## src/rtl/alu_ctrl_pkg.sv

```systemverilog
// Shared types and constants for the RV32I ALU sequencing controller.
// Latency: n/a (types, constants only).
// Backpressure: n/a.
// Contents: FSM state enum, funct3 codes, one-hot enable bit positions.
package alu_ctrl_pkg;

    typedef enum logic [1:0] {
        IDLE = 2'd0,
        EXEC = 2'd1,
        RESP = 2'd2
    } state_t;

    localparam logic [2:0] F3_ADD_SUB = 3'b000;
    localparam logic [2:0] F3_SLL     = 3'b001;
    localparam logic [2:0] F3_SLT     = 3'b010;
    localparam logic [2:0] F3_SLTU    = 3'b011;
    localparam logic [2:0] F3_XOR     = 3'b100;
    localparam logic [2:0] F3_SRL_SRA = 3'b101;
    localparam logic [2:0] F3_OR      = 3'b110;
    localparam logic [2:0] F3_AND     = 3'b111;

    localparam int EN_W    = 10;
    localparam int EN_ADD  = 0;
    localparam int EN_SUB  = 1;
    localparam int EN_SRA  = 2;
    localparam int EN_SLL  = 3;
    localparam int EN_SLT  = 4;
    localparam int EN_SLTU = 5;
    localparam int EN_XOR  = 6;
    localparam int EN_SRL  = 7;
    localparam int EN_OR   = 8;
    localparam int EN_AND  = 9;

    typedef logic [EN_W-1:0] alu_en_t;

endpackage

```

## src/rtl/alu_op_decode.sv

```systemverilog
// Decodes funct3/funct7[5]/is_imm into the ALU's one-hot operation enable vector.
// Latency: purely combinational.
// Backpressure: none; output follows inputs.
// Ports: funct3, funct7_5, is_imm in; en out (bit positions from alu_ctrl_pkg).
module alu_op_decode
    import alu_ctrl_pkg::*;
(
    input  logic [2:0] funct3,
    input  logic       funct7_5,
    input  logic       is_imm,
    output alu_en_t    en
);

    always_comb begin
        en = '0;
        unique case (funct3)
            // OP-IMM has no subtract: bit 30 there is part of the immediate.
            F3_ADD_SUB: en[(funct7_5 && !is_imm) ? EN_SUB : EN_ADD] = 1'b1;
            F3_SLL:     en[EN_SLL]  = 1'b1;
            F3_SLT:     en[EN_SLT]  = 1'b1;
            F3_SLTU:    en[EN_SLTU] = 1'b1;
            F3_XOR:     en[EN_XOR]  = 1'b1;
            // SRAI keeps bit 30 as the arithmetic selector, so is_imm is ignored.
            F3_SRL_SRA: en[funct7_5 ? EN_SRA : EN_SRL] = 1'b1;
            F3_OR:      en[EN_OR]   = 1'b1;
            F3_AND:     en[EN_AND]  = 1'b1;
        endcase
    end

endmodule

```

## src/rtl/alu_arbiter.sv

```systemverilog
// Round-robin shares one combinational RV32I ALU between two requesters.
// Latency: accept at edge N, ALU enables in cycle N+1, response valid from cycle N+2.
// Backpressure: resp ready low holds the response and blocks all new grants.
// Ports: clk/rst; req0/req1 valid-ready request (funct3, funct7_5, is_imm, rs1, rs2);
//        resp0/resp1 valid-ready result; alu_*_en, alu_rs1/rs2 out, alu_rd_data in;
//        opcnt0/opcnt1 wrapping completed-response counters.
module alu_arbiter
    import alu_ctrl_pkg::*;
#(
    parameter int DATA_W = 32,
    parameter int CNT_W  = 16
) (
    input  logic              clk,
    input  logic              rst,

    input  logic              req0_valid,
    output logic              req0_ready,
    input  logic [2:0]        req0_funct3,
    input  logic              req0_funct7_5,
    input  logic              req0_is_imm,
    input  logic [DATA_W-1:0] req0_rs1,
    input  logic [DATA_W-1:0] req0_rs2,

    input  logic              req1_valid,
    output logic              req1_ready,
    input  logic [2:0]        req1_funct3,
    input  logic              req1_funct7_5,
    input  logic              req1_is_imm,
    input  logic [DATA_W-1:0] req1_rs1,
    input  logic [DATA_W-1:0] req1_rs2,

    output logic              resp0_valid,
    input  logic              resp0_ready,
    output logic [DATA_W-1:0] resp0_data,

    output logic              resp1_valid,
    input  logic              resp1_ready,
    output logic [DATA_W-1:0] resp1_data,

    output logic              alu_add_en,
    output logic              alu_sub_en,
    output logic              alu_sra_en,
    output logic              alu_sll_en,
    output logic              alu_slt_en,
    output logic              alu_sltu_en,
    output logic              alu_xor_en,
    output logic              alu_srl_en,
    output logic              alu_or_en,
    output logic              alu_and_en,
    output logic [DATA_W-1:0] alu_rs1,
    output logic [DATA_W-1:0] alu_rs2,
    input  logic [DATA_W-1:0] alu_rd_data,

    output logic [CNT_W-1:0]  opcnt0,
    output logic [CNT_W-1:0]  opcnt1
);

    state_t              state;
    logic                grant;       // requester owning the in-flight op
    logic                last_grant;  // most recent winner, for tie-breaking
    alu_en_t             en_q;
    logic [DATA_W-1:0]   rs1_q;
    logic [DATA_W-1:0]   rs2_q;
    logic [DATA_W-1:0]   res_q;
    logic [CNT_W-1:0]    cnt0;
    logic [CNT_W-1:0]    cnt1;

    logic                win;
    logic                accept;
    logic                resp_done;
    logic                in_exec;
    logic                in_resp;
    alu_en_t             dec_en;
    alu_en_t             en_out;

    // On a tie the requester that did not win last time goes next;
    // otherwise whichever single requester is valid wins.
    always_comb begin
        if (req0_valid && req1_valid) begin
            win = ~last_grant;
        end else begin
            win = req1_valid;
        end
    end

    // Ready is gated by rst so nothing is offered while reset is held.
    assign req0_ready = (state == IDLE) && !rst && req0_valid && !win;
    assign req1_ready = (state == IDLE) && !rst && req1_valid &&  win;
    assign accept     = req0_ready || req1_ready;

    alu_op_decode u_dec (
        .funct3   (win ? req1_funct3   : req0_funct3),
        .funct7_5 (win ? req1_funct7_5 : req0_funct7_5),
        .is_imm   (win ? req1_is_imm   : req0_is_imm),
        .en       (dec_en)
    );

    assign in_exec = (state == EXEC);
    assign in_resp = (state == RESP);

    assign en_out      = in_exec ? en_q : '0;
    assign alu_add_en  = en_out[EN_ADD];
    assign alu_sub_en  = en_out[EN_SUB];
    assign alu_sra_en  = en_out[EN_SRA];
    assign alu_sll_en  = en_out[EN_SLL];
    assign alu_slt_en  = en_out[EN_SLT];
    assign alu_sltu_en = en_out[EN_SLTU];
    assign alu_xor_en  = en_out[EN_XOR];
    assign alu_srl_en  = en_out[EN_SRL];
    assign alu_or_en   = en_out[EN_OR];
    assign alu_and_en  = en_out[EN_AND];
    assign alu_rs1     = in_exec ? rs1_q : '0;
    assign alu_rs2     = in_exec ? rs2_q : '0;

    assign resp0_valid = in_resp && !grant;
    assign resp1_valid = in_resp &&  grant;
    assign resp0_data  = resp0_valid ? res_q : '0;
    assign resp1_data  = resp1_valid ? res_q : '0;
    assign resp_done   = (resp0_valid && resp0_ready) || (resp1_valid && resp1_ready);

    assign opcnt0 = cnt0;
    assign opcnt1 = cnt1;

    always_ff @(posedge clk or posedge rst) begin
        if (rst) begin
            state      <= IDLE;
            grant      <= 1'b0;
            last_grant <= 1'b1;   // requester 0 takes the first tie
            en_q       <= '0;
            rs1_q      <= '0;
            rs2_q      <= '0;
            res_q      <= '0;
            cnt0       <= '0;
            cnt1       <= '0;
        end else begin
            unique case (state)
                IDLE: begin
                    if (accept) begin
                        grant      <= win;
                        last_grant <= win;
                        en_q       <= dec_en;
                        rs1_q      <= win ? req1_rs1 : req0_rs1;
                        rs2_q      <= win ? req1_rs2 : req0_rs2;
                        state      <= EXEC;
                    end
                end
                EXEC: begin
                    res_q <= alu_rd_data;
                    state <= RESP;
                end
                RESP: begin
                    if (resp_done) begin
                        if (grant) begin
                            cnt1 <= cnt1 + CNT_W'(1);
                        end else begin
                            cnt0 <= cnt0 + CNT_W'(1);
                        end
                        state <= IDLE;
                    end
                end
                default: state <= IDLE;
            endcase
        end
    end

endmodule

```

## config.mk

```make
export PLATFORM = sky130hd
export DESIGN_NAME = alu_arbiter
export DESIGN_NICKNAME = d
export VERILOG_FILES = /design/src/rtl/alu_ctrl_pkg.sv /design/src/rtl/alu_op_decode.sv /design/src/rtl/alu_arbiter.sv
export SDC_FILE = /design/constraint.sdc
export NUM_CORES = 1
export LEC_CHECK = 0
export ABC_AREA = 1
export BUFFER_PORTS_ARGS = -buffer_cell sky130_fd_sc_hd__buf_4
export CAP_MARGIN = 25
export CORE_AREA = 2 2 136 138
export CTS_CLUSTER_SIZE = 14
export DETAILED_ROUTE_END_ITERATION = 7
export DIE_AREA = 0 0 138 140
export HOLD_SLACK_MARGIN = 0.12
export MAX_ROUTING_LAYER = met4
export PLACE_DENSITY_LB_ADDON = 0.12
export SETUP_SLACK_MARGIN = 0.2
export SLEW_MARGIN = 40
export SYNTH_ARGS = -nofsm -noshare
export SYNTH_HDL_FRONTEND = slang
export SYNTH_SLANG_ARGS = --single-unit
```

## constraint.sdc

```tcl
create_clock -name clk -period 5.1 [get_ports clk]
set_input_delay 0.255 -clock clk [delete_from_list [all_inputs] [get_ports clk]]
set_output_delay 0.255 -clock clk [all_outputs]
set_load 0.005 [all_outputs]
```

# After elaboration in Yosys (flattened, before gate mapping)
# Index checks and enable logic that the tools add are counted.
# word_totals
out_inout_bits	174
word_cells	81
inputBits	176
reg_bits	142
# classes
eq_ne	11
n_lt_le_gt_ge	4
n_reduce_logical	25
bitwise	2
mux	28
addsub	2
# ops
operator	count
32-bit two-way mux	6
32-bit by 1-bit greater-or-equal comparator with 1-bit output, second input constant	2
32-bit by 6-bit less-than comparator with 1-bit output, second input constant	2
16-bit by 1-bit adder with 16-bit output, second input constant	2
1-bit case mux with 3 select lines	6
1-bit logical AND	13
3-bit equality test, second input constant	4
10-bit two-way mux	1
1-bit demux with 4-bit select	2
3-bit by 2-bit equality test with 1-bit output, second input constant	2
1-bit two-way mux	6
3-bit two-way mux	2
2-bit case mux with 3 select lines	1
3-bit case mux with 2 select lines	1
3-bit AND reduction	2
1-bit logical NOT	4
2-bit two-way mux	2
2-bit != test, second input constant	2
2-bit AND reduction	2
3-bit by 1-bit equality test with 1-bit output, second input constant	1
3-bit logical NOT	1
2-bit by 1-bit equality test with 1-bit output, second input constant	1
2-bit equality test, second input constant	1
2-bit logical NOT	1
3 further kinds	5

# Logic depth before layout (Yosys ltp)
# logic_depth
depth_word	11
depth_mapped	10
mapped_depth_nobuf	9

# Modules after synthesis
# A second synthesis with hierarchy kept.
# hier_totals
hier_cells	1081
area_unflattened_um2	7696.1
# modules_own_cells
module	area_per_inst_um2	seq_area_each_um2	n_inst	cells_each
alu_arbiter	7607.3	3554.7	1	1060
alu_op_decode	88.8	0.0	1	21

# Least setup slack after synthesis
# OpenSTA, ideal clock, no wires.
# synth_timing
kind	input to register
startpoint	in rst
endpoint	reg en_q[2]
required_time_ns	4.974
n_path_buf	1
arrival_time_ns	4.310
setup_time_ns	0.126
path_slack_ns	0.665
path_stages	7
cell_sequence	inv_1 > nand3_2 > a21oi_4 > buf_2 > inv_1 > nand2_1 > o21ai_0
# synth_between
elab_chain_cells	6
word_cells_on_any_way	8
classes_between	reduce/logical (8)
# synth_rtl
element	line_no	rtl
from (decl)	alu_arbiter.sv:14	input logic rst,
1-bit logical NOT (no source line) (*)	n/a	
1-bit logical AND (*)	alu_arbiter.sv:87, alu_arbiter.sv:88	
1-bit logical AND (on tied branches) (2 in series)	alu_arbiter.sv:87, alu_arbiter.sv:88	
1-bit logical OR (*)	alu_arbiter.sv:89	assign accept = req0_ready || req1_ready;
2-bit AND reduction (no source line) (*)	n/a	
to (signal assigned)	alu_arbiter.sv:141	en_q <= dec_en;
to (decl)	alu_arbiter.sv:61	alu_en_t en_q;
# Mark *: on every way between the ends. The rest lies on a longest branch, timed or not.
# A chain may end at the register's enable or synchronous reset.

# Final worst setup path
# layout_timing
startpoint	reg last_grant
endpoint	reg rs2_q[27]
# layout_between
elab_chain_cells	6
word_cells_on_any_way	8
classes_between	mux (2); bitwise (1); reduce/logical (5)
# layout_rtl
element	line_no	rtl
from (decl)	alu_arbiter.sv:60	logic last_grant;
from (signal assigned)	alu_arbiter.sv:140	last_grant <= win;
1-bit inverter (*)	alu_arbiter.sv:80	win = ~last_grant;
1-bit two-way mux (*)	alu_arbiter.sv:79	if (req0_valid && req1_valid) begin
1-bit logical NOT	alu_arbiter.sv:87	assign req0_ready = (state == IDLE) && !rst && req0_valid && !win;
1-bit logical AND	alu_arbiter.sv:87	
1-bit logical OR	alu_arbiter.sv:89	
2-bit AND reduction (no source line)	n/a	
to (signal assigned)	alu_arbiter.sv:143	rs2_q <= win ? req1_rs2 : req0_rs2;
to (decl)	alu_arbiter.sv:63	logic [DATA_W-1:0] rs2_q;
# Marked as above.

==> key figures <==
Critical path
  • List of cells traversed by the critical path: nand2_1 -> nand2_2 -> buf_4 -> inv_2 -> buf_4 -> nand2_1 -> a31oi_1 -> dlygate4sd3_1
  • Setup slack of the worst register-to-register path: 2.02 ns
  • Critical path class: reg -> reg
  • Worst-path cell with the longest stage delay: sky130_fd_sc_hd__buf_4
  • Crit path largest cell delay: 0.61 ns
  • Worst Setup SP: last_grant
  • Nature of the critical path endpoint: flip-flop
  • Worst R2R End: rs2_q[27]
  • Depth of the worst register-to-register path: 8
  • CP Buf/Inv Count: 4
  • Worst path required time: 5.40 ns
  • Number of cells on the critical path: 8
  • Worst EP arrival: 3.38 ns
  • Critical path launch point type: flip-flop
  • Largest fanout on the critical path: 62
  • Destination of the critical timing path: rs2_q[27]
  • Start of the worst register-to-register path: last_grant
  • CP delay by family, top: buffers and inverters

Clocking
  • Number of buffers inserted during clock tree synthesis: 17
  • Cells resized by post-CTS repair: 0
  • # Post-CTS Setup Buffers: 0
  • Max H-tree Level: 4
  • CTS max path bufs: 2
  • Clk slew on worst S/H paths: 0.06 ns
  • Worst-skew pair later-pin latency: 0.43 ns
  • CTS tree: done
  • Clock tree sinks: 142
  • Count of hold-fix buffers inserted at cts: 158
  • Clock root buffer: sky130_fd_sc_hd__clkbuf_16

Hold path
  • Hold path cells: 3
  • Hold path startpoint: alu_rd_data[13]
  • Hold Crit Class: in -> reg

Pwr
  • Total leakage power: 0.006513 uW
  • PwrDens: 440.6 nW/um^2
  • Final total power: 5385 uW
  • Worst supply voltage drop on vdd: 0.0002430 V

Final layout
  • Layout Area Growth over Synthesis: 65.99%
  • N_diodes: 0
  • NumNets Final: 1678
  • Final standard cell area without fillers: 12220 um^2
  • Fraction of final layout cells with drive strength greater than 1: 26.44%
  • Most frequent standard cell in the layout excluding fill and tap cells: sky130_fd_sc_hd__buf_4
  • Filler cell count: 1444
  • Post-layout util: 68.73%
  • Number of standard cells in the final layout excluding fillers: 1742
  • Commonest non-fill, non-tap cells in the layout: 354 x sky130_fd_sc_hd__buf_4, 269 x sky130_fd_sc_hd__nor2_1, 227 x sky130_fd_sc_hd__nand2_1, 158 x sky130_fd_sc_hd__dlygate4sd3_1, 146 x sky130_fd_sc_hd__inv_1

Global route
  • Total congestion overflow after global routing: 0
  • Maximum number of pins on one net before global-route repair: 102
  • Vias in the first global route: 8247
  • Total global-route track usage: 27.08%
  • Wire length of the first global-routing pass: 41.34 mm
  • Antenna violations before repair: 0

Routing
  • Final wirelength: 25.63 mm
  • Wire length per cell after detailed routing: 14.71 um
  • DRT iter0 DRCs: 469
  • Number of vias per cell: 4.807
  • Residual antenna-violating net count after detailed routing: 0
  • Via count: 8373
  • Total iterations of the first detailed-routing run: 5
  • Post-detailed-route DRC marker count: 0

STA
  • Unrepaired setup endpoints after global routing: no
  • Clock Skew: 0.009051 ns
  • Setup TNS: 0 ns
  • Hold violation total from the final report: 0
  • Slew @ Worst Pin: 0.7054 ns
  • Post-route clock period utilization: 60.45%
  • Final-report setup violation count: 0
  • Relative max-transition margin: 52.92%
  • Time the worst path needs with I/O delays and setup: 3.083 ns
  • Highest clock rate: 324.4 MHz
  • Slew Limit Fails: 0

Synthesis
  • Post-synthesis cell type count: 26
  • Average cell area after synthesis: 7.218 um^2
  • Part of the Yosys area used for sequential elements: 48.28%
  • Mapped cell area: 7362 um^2
  • Synth Instances: 1020
  • Count of yosys warnings during synthesis: 0
  • Syn_nets: 1198
  • Post-synthesis register bit count: 142

Placement
  • Post-Place Cells: 1552
  • Number of port buffers: 349
  • Final Wtd Congestion: 0.9135
  • Post-detailed-placement half-perimeter wirelength: 16.77 mm
  • Post-DP Area: 10080 um^2

Run
  • Reported max-cap violation count: 0

Floorplanning
  • Placeable core region: 17780 um^2
  • Die ar.: 19320 um^2
  • Effective utilization at floorplan: 41.41%
  • Die Span X: 138 um
  • Number of top-level design ports: 350
  • Total number of placement rows: 49
  • Y dimension of the die: 140 um

Status
  • Outcome: complete, no violations
per-layer routing:
layer / global-route usage [%] / vias to the layer above / wire (um) / share of wire [%]
li1: - / 4095 / - / -
met1: 31.51 / 3911 / 10120 / 39
met2: 46.46 / 320 / 13120 / 51
met3: 6.120 / 47 / 1718 / 6.7
met4: 9.237 / 0 / 674 / 2.6
met5: - / - / 0 / 0
state kept, by name, indices dropped and copies added, names as in the netlist:
register and flops:
en_q 10, grant 1, last_grant 1, opcnt0 16, opcnt1 16, res_q 32
rs1_q 32, rs2_q 32, state 2
kinds of logic after synthesis:
kind of cell             share of synthesized area [%]
AO/OA/AOI/OAI                                    9.228
flip-flops                                       48.28
adder cells (fa/ha/maj)                         0.3399
buffers and inverters                            11.15
AND/OR/NAND/NOR                                  28.62
XOR/XNOR                                         2.379
cell type report:
cell class / instances / area (um^2) / share of cell area, %
repair buffers: 514 / 4262 / 34.87
clock buffers: 21 / 460.4 / 3.768
flip-flops and latches: 142 / 3555 / 29.09
clock inverters: 11 / 83.83 / 0.6860
multi-input cells: 675 / 3003 / 24.57
inverters: 150 / 570.5 / 4.669
well taps: 229 / 286.5 / 2.345
worst min path at each step:
stage	end	slack [ns]
2_1_floorplan	rs1_q[27]	0.41
3_3_place_gp	en_q[0]	0.46
3_5_place_dp	en_q[0]	0.45
4_1_cts	rs1_q[31]	0.12
5_1_grt	res_q[13]	0.14
6_report	res_q[13]	0.13
synth_stat cells, drive strengths merged:
cell | number | area (um^2)
a21oi | 33 | 176.4
o22ai | 6 | 37.54
a31oi | 64 | 400.4
dfrtp | 141 | 3528
xnor2 | 8 | 70.07
ha | 2 | 25.02
dfstp | 1 | 26.28
xor2 | 12 | 105.1
buf | 33 | 182.7
nand4 | 12 | 87.58
clkbuf | 20 | 75.07
o21ai | 13 | 65.06
nor3 | 5 | 25.02
nand3 | 20 | 110.1
nand2 | 230 | 868.3
nor2 | 270 | 1016
inv | 150 | 563.0
metrics by stage:
stage               setup slack (ns)  hold WS [ns]
finish                         2.017        0.1338
global route                   1.798        0.1415
CTS                            2.027        0.1205
detailed placement             2.607        0.4497
global placement               2.639        0.4569
floorplan                     0.6645        0.4096
tightest hold or removal path, cell delays in order:
cell	delay [ns]
sky130_fd_sc_hd__buf_4	0.08
sky130_fd_sc_hd__nor2_1	0.03
sky130_fd_sc_hd__a21oi_1	0.13
where the power goes:
group	internal [uW]	switching (uW)	leakage (uW)	total [uW]
logic	1230	1170	0.00461	2400
clock network	649	496	0.000244	1150
registers	1580	258	0.00165	1840
total	3460	1930	0.00651	5380
Power figures use the tool's default switching activity.
